==> src/rtl/regdump_uart_tx_pkg.sv <==
// Shared constants, FSM encoding and byte-select helper for the register dump UART.
// Pure declarations; no timing or flow control.
package regdump_uart_tx_pkg;

    localparam logic [7:0] HDR_BYTE      = 8'hA5;
    localparam int         NUM_REGS      = 16;
    localparam int         BYTES_PER_REG = 4;
    localparam logic [3:0] LAST_REG      = 4'(NUM_REGS - 1);
    localparam logic [1:0] LAST_BYTE     = 2'(BYTES_PER_REG - 1);

    typedef enum logic [2:0] {
        ST_IDLE,
        ST_SEND,
        ST_SEL,
        ST_CAP,
        ST_DONE
    } state_e;

    // Big-endian byte pick: index 0 is bits [31:24].
    function automatic logic [7:0] word_byte(input logic [31:0] w, input logic [1:0] idx);
        case (idx)
            2'd0:    return w[31:24];
            2'd1:    return w[23:16];
            2'd2:    return w[15:8];
            default: return w[7:0];
        endcase
    endfunction

endpackage

==> src/rtl/uart_tx_byte.sv <==
// UART 8N1 byte serializer: txd goes low the cycle after load; each bit lasts CLKS_PER_BIT cycles.
// ready flags the last stop-bit cycle so a load there gives back-to-back bytes; no other backpressure.
module uart_tx_byte #(
    parameter int CLKS_PER_BIT = 868
) (
    input  logic       clk,
    input  logic       reset,
    input  logic       load_i,
    input  logic [7:0] data_i,
    output logic       txd_o,
    output logic       ready_o
);

    localparam int             CW       = (CLKS_PER_BIT > 1) ? $clog2(CLKS_PER_BIT) : 1;
    localparam logic [CW-1:0]  CNT_LAST = CW'(CLKS_PER_BIT - 1);
    localparam logic [3:0]     BIT_STOP = 4'd9;

    logic [CW-1:0] cnt_q, cnt_d;
    logic [3:0]    bit_q, bit_d;
    logic [7:0]    shr_q, shr_d;
    logic          active_q, active_d;
    logic          txd_q, txd_d;

    always_comb begin
        cnt_d    = cnt_q;
        bit_d    = bit_q;
        shr_d    = shr_q;
        active_d = active_q;
        txd_d    = txd_q;
        if (load_i) begin
            cnt_d    = '0;
            bit_d    = '0;
            shr_d    = data_i;
            active_d = 1'b1;
            txd_d    = 1'b0;
        end else if (active_q) begin
            if (cnt_q == CNT_LAST) begin
                cnt_d = '0;
                if (bit_q == BIT_STOP) begin
                    active_d = 1'b0;
                    txd_d    = 1'b1;
                end else begin
                    // bit_q is the bit just finished; after data bit 7 comes the stop bit
                    bit_d = bit_q + 4'd1;
                    txd_d = (bit_q == 4'd8) ? 1'b1 : shr_q[0];
                    shr_d = {1'b0, shr_q[7:1]};
                end
            end else begin
                cnt_d = cnt_q + 1'b1;
            end
        end
    end

    always_ff @(posedge clk) begin
        if (reset) begin
            cnt_q    <= '0;
            bit_q    <= '0;
            shr_q    <= '0;
            active_q <= 1'b0;
            txd_q    <= 1'b1;
        end else begin
            cnt_q    <= cnt_d;
            bit_q    <= bit_d;
            shr_q    <= shr_d;
            active_q <= active_d;
            txd_q    <= txd_d;
        end
    end

    assign txd_o   = txd_q;
    assign ready_o = active_q && (bit_q == BIT_STOP) && (cnt_q == CNT_LAST);

endmodule

==> src/rtl/regdump_uart_tx.sv <==
// Walks dbg_sel over R0..R15 and streams A5 + 16 big-endian words over UART 8N1.
// Busy for 650*CLKS_PER_BIT+32 cycles from the edge after start; start is dropped unless IDLE.
module regdump_uart_tx
    import regdump_uart_tx_pkg::*;
#(
    parameter int CLKS_PER_BIT = 868
) (
    input  logic        clk,
    input  logic        reset,
    input  logic        start_i,
    input  logic [31:0] dbg_val_i,
    output logic [3:0]  dbg_sel_o,
    output logic        txd_o,
    output logic        busy_o,
    output logic        done_o
);

    state_e      state_q, state_d;
    logic [3:0]  reg_q, reg_d;
    logic [1:0]  byte_q, byte_d;
    logic [31:0] word_q, word_d;
    logic        hdr_q, hdr_d;
    logic [3:0]  sel_q, sel_d;
    logic        load;
    logic [7:0]  load_dat;
    logic        ser_ready;

    uart_tx_byte #(
        .CLKS_PER_BIT(CLKS_PER_BIT)
    ) u_ser (
        .clk    (clk),
        .reset  (reset),
        .load_i (load),
        .data_i (load_dat),
        .txd_o  (txd_o),
        .ready_o(ser_ready)
    );

    always_comb begin
        state_d  = state_q;
        reg_d    = reg_q;
        byte_d   = byte_q;
        word_d   = word_q;
        hdr_d    = hdr_q;
        sel_d    = sel_q;
        load     = 1'b0;
        load_dat = HDR_BYTE;
        case (state_q)
            ST_IDLE: begin
                if (start_i) begin
                    load    = 1'b1;
                    hdr_d   = 1'b1;
                    reg_d   = '0;
                    state_d = ST_SEND;
                end
            end
            ST_SEND: begin
                if (ser_ready) begin
                    if (hdr_q) begin
                        hdr_d   = 1'b0;
                        state_d = ST_SEL;
                    end else if (byte_q < LAST_BYTE) begin
                        byte_d   = byte_q + 2'd1;
                        load     = 1'b1;
                        load_dat = word_byte(word_q, byte_d);
                    end else if (reg_q < LAST_REG) begin
                        reg_d   = reg_q + 4'd1;
                        state_d = ST_SEL;
                    end else begin
                        state_d = ST_DONE;
                    end
                end
            end
            ST_SEL: begin
                sel_d   = reg_q;
                state_d = ST_CAP;
            end
            // dbg_sel has settled for a full cycle; the processor value is sampled here only
            ST_CAP: begin
                word_d   = dbg_val_i;
                byte_d   = '0;
                load     = 1'b1;
                load_dat = dbg_val_i[31:24];
                state_d  = ST_SEND;
            end
            ST_DONE: state_d = ST_IDLE;
            default: state_d = ST_IDLE;
        endcase
    end

    always_ff @(posedge clk) begin
        if (reset) begin
            state_q <= ST_IDLE;
            reg_q   <= '0;
            byte_q  <= '0;
            word_q  <= '0;
            hdr_q   <= 1'b0;
            sel_q   <= '0;
        end else begin
            state_q <= state_d;
            reg_q   <= reg_d;
            byte_q  <= byte_d;
            word_q  <= word_d;
            hdr_q   <= hdr_d;
            sel_q   <= sel_d;
        end
    end

    assign dbg_sel_o = sel_q;
    assign busy_o    = (state_q == ST_SEND) || (state_q == ST_SEL) || (state_q == ST_CAP);
    assign done_o    = (state_q == ST_DONE);

endmodule

==> config.mk <==
export PLATFORM = sky130hd
export DESIGN_NAME = regdump_uart_tx
export DESIGN_NICKNAME = d
export VERILOG_FILES = /design/src/rtl/regdump_uart_tx_pkg.sv /design/src/rtl/uart_tx_byte.sv /design/src/rtl/regdump_uart_tx.sv
export SDC_FILE = /design/constraint.sdc
export NUM_CORES = 1
export LEC_CHECK = 0
export CAP_MARGIN = 10
export CORE_MARGIN = 4
export CORE_UTILIZATION = 55
export CTS_CLUSTER_SIZE = 12
export DETAILED_ROUTE_END_ITERATION = 8
export PLACE_DENSITY_LB_ADDON = 0.08
export REMOVE_ABC_BUFFERS = 1
export SETUP_SLACK_MARGIN = 0.1
export SYNTH_ARGS = -nofsm -noshare
export SYNTH_HDL_FRONTEND = slang
export SYNTH_SLANG_ARGS = --single-unit
==> constraint.sdc <==
create_clock -name clk -period 2.65 [get_ports clk]
set_input_delay 0.795 -clock clk [delete_from_list [all_inputs] [get_ports clk]]
set_output_delay 0.795 -clock clk [all_outputs]
set_load 0.03 [all_outputs]
==> flow_metrics.py <==
metrics = {
    "placed_design": {
        "port-buffer-count": 41,
        "dpl_cell_area_mm2": 0.00377,
        "pre_cts_slack_ns": -0.0417,
        "finalWeightedCongestion": 0.797,
        "dp.final_hpwl_mm": 5.19,
        "dp_cells": 499,
    },
    "synth": {
        "avgSynthCellArea_um2": 8.21,
        "yosys_most_used_dff": "sky130_fd_sc_hd__dfxtp_1",
        "synth_warnings": 0,
        "number_of_cells_produced_by_synthesis": 402,
        "async_reset_ff_share_pct": 0,
        "synth.ff_latch_count": 70,
        "synth.distinct_cells": 46,
        "number_of_enable_flip_flop_cells_after_synthesis": 0,
        "yosysSeqAreaShare_pct": 42.5,
        "synth_area_mm2": 0.00330,
    },
    "clocking": {
        "cts_htree_levels": 3,
        "cts_inserted_buffers": 9,
        "worstSkewPairLatency_ns": 0.35,
        "number_of_sinks_on_the_clock_net": 70,
        "clk_path_buf_depth": 2,
        "clock_tree.root_cell": "sky130_fd_sc_hd__clkbuf_8",
        "post_cts_hold_buffer_count": 0,
        "clock_slew_seen_by_the_registers_of_the_worst_setup_and_hold_paths_ns": 0.07,
        "tritoncts_clock_tree": "yes",
    },
    "timing": {
        "slew-limit-headroom_pct": 54.1,
        "timing_worst_slew_pin_value_ns": 0.684,
        "drv_slew": 0,
        "setup_slack_ns": 0.289,
        "setup_viol_count_final": 0,
        "layout_worst_path_cycle_share_pct": 89.1,
        "rsz0062_at_grt": "false",
        "highest_attainable_clock_frequency_mhz": 424,
        "clock-skew-final_ns": 0.0104,
        "finalHoldWorstSlack_ns": 0.459,
        "totalNegativeSetupSlack_ns": 0,
        "hold_violations": 0,
        "post-route-min-period_ns": 2.36,
    },
    "floorplan": {
        "core_region_area_mm2": 0.00568,
        "floorplan.rows": 27,
        "floorplan.die.width_um": 85.5,
        "ioPinCount": 42,
        "die-height_um": 85.5,
        "die_area_mm2": 0.00730,
        "initial_util_pct": 58.1,
    },
    "worst_setup_path": {
        "worst_path_max_delay_cell": "sky130_fd_sc_hd__clkdlybuf4s50_1",
        "critical-path-max-stage-delay_ns": 0.50,
        "worst_ep_arrival_time_ns": 2.59,
        "worst_ep_required_time_ns": 2.88,
        "worst_path_dominant_cell_family": "simple AND/OR/NAND/NOR gates",
        "worstSetupPathType": "primary input to flop",
        "path_cells": "clkdlybuf4s50_1 -> or3b_2 -> a21o_1 -> a21boi_0 -> buf_4 -> nand3_1 -> nor2_1",
        "worstPathMaxFanout": 7,
        "end_kind": "flop",
        "critPathBufInv": 2,
        "crit_path_start_kind": "primary input",
    },
    "min_path": {
        "class_of_the_most_critical_hold_timing_path": "flop to flop",
    },
    "drt": {
        "vias": 2979,
        "ant_nets": 0,
        "drt_first_iter_violations": 228,
        "detail_route.drc_violations": 0,
        "avgViaCountPerCell": 5.78,
        "post_drt_wl_per_cell_um": 14.6,
        "route.final.wire_length_mm": 7.50,
        "first_pass_iters": 5,
    },
    "global_routing": {
        "grt.total_usage_pct": 21.0,
        "antenna_found_initial": 0,
        "global_route_wire_length_before_repair_mm": 12.5,
        "grt_start_max_net_pins": 39,
        "number_of_global_route_vias_before_repair": 2751,
        "global_route.overflow_total": 0,
    },
    "power": {
        "p_per_area_mw_per_mm2": 501,
        "leakage_nw": 1.38,
        "design_power_total_mw": 1.97,
        "peakVddDrop_v": 0.000400,
    },
    "final_layout": {
        "drive_gt1_share_pct": 8.58,
        "layout_overhead_on_the_synthesized_area_pct": 19.3,
        "post-route-util_pct": 69.4,
        "layout_commonest_cell": "sky130_fd_sc_hd__nand2_1",
        "final_cell_mix": "sky130_fd_sc_hd__nand2_1, sky130_fd_sc_hd__dfxtp_1, sky130_fd_sc_hd__a21oi_1, sky130_fd_sc_hd__clkdlybuf4s50_1, sky130_fd_sc_hd__nor2_1",
        "final_nets": 483,
        "layoutNonFillerInstCount": 515,
        "antennaDiodeCount": 0,
        "stdcell_area_mm2": 0.00394,
        "num-fill-cells": 498,
    },
    "outcome": {
        "run_status": "complete, no violations",
    },
    "job": {
        "drv.max_cap_violation_count": 0,
    },
}
## sequential cells by signal (all words and copies together) (netlist names)
signal / flops
reg_q: 4
u_ser.shr_q: 8
u_ser.bit_q: 4
hdr_q: 1
state_q: 3
u_ser.active_q: 1
dbg_sel_o: 4
word_q: 32
u_ser.txd_o: 1
byte_q: 2
u_ser.cnt_q: 10
## final timing paths
kind         depth (start not counted)                    start  slack (ns)                           to
max                                  7                  start_i        0.29  u_ser.cnt_q[9]$_SDFFE_PP0P_
min                                  2  word_q[29]$_SDFFE_PP0P_        0.46      word_q[29]$_SDFFE_PP0P_
max reg2reg                          5  state_q[0]$_SDFFE_PP0P_        0.41  u_ser.shr_q[3]$_SDFFE_PP0P_
min reg2reg                          2  word_q[29]$_SDFFE_PP0P_        0.46      word_q[29]$_SDFFE_PP0P_
## synthesized netlist by cell type, drive strengths merged, types with 4 or more instances
library cell	number	area, um^2
ha	10	125
a221oi	8	88.8
mux2i	10	100
and3	5	31.3
a222oi	8	80.1
nand2	83	312
a21boi	6	45.0
nor2	29	109
xor2	4	35.0
nand3	5	25.0
dfxtp	70	1400
inv	10	37.5
buf	5	22.5
clkbuf	21	78.8
nor2b	5	31.3
nand4	5	31.3
o21ai	18	90.1
xnor2	7	61.3
nor3	16	91.3
a21oi	45	225
## where the power goes
group	total, mW	internal [mW]	switching, mW
sequential	1.08	1.07	0.0129
combinational	0.145	0.0774	0.0678
clock	0.747	0.357	0.391
total	1.97	1.50	0.471
## worst reg2reg max path, delay by kind of cell (launching register included)
family | cells | cell delay, ns
flip-flops | 1 | 0.51
AND/OR/NAND/NOR | 3 | 1.17
AO/OA/AOI/OAI | 2 | 0.46
## cell type report
class | count | area, um^2 | share of cell area, %
multi-input cells | 296 | 1760 | 44.7
flip-flops and latches | 70 | 1400 | 35.6
repair buffers | 51 | 482 | 12.2
clock buffers | 11 | 141 | 3.59
well taps | 72 | 90.1 | 2.29
inverters | 10 | 37.5 | 0.953
clock inverters | 5 | 25.0 | 0.636
## timing repair
action,4_1_cts,5_1_grt
buffers inserted,0,0
setup endpoints to repair,2,1
gates resized for setup,2,1
## cells by family after synthesis
family / Yosys count / synth area share [%]
buffers and inverters: 36 / 4.21
adder cells (fa/ha/maj): 10 / 3.79
AO/OA/AOI/OAI: 97 / 19.1
AND/OR/NAND/NOR: 168 / 24.5
flip-flops: 70 / 42.5
XOR/XNOR: 11 / 2.92
multiplexers: 10 / 3.03
## metal layers
metal	track usage, %	routed length [um]
met5	0	0
met4	6.62	102
met1	27.6	3400
met3	6.80	468
met2	32.8	3530
Note: power is estimated with default switching activity, not from simulation.
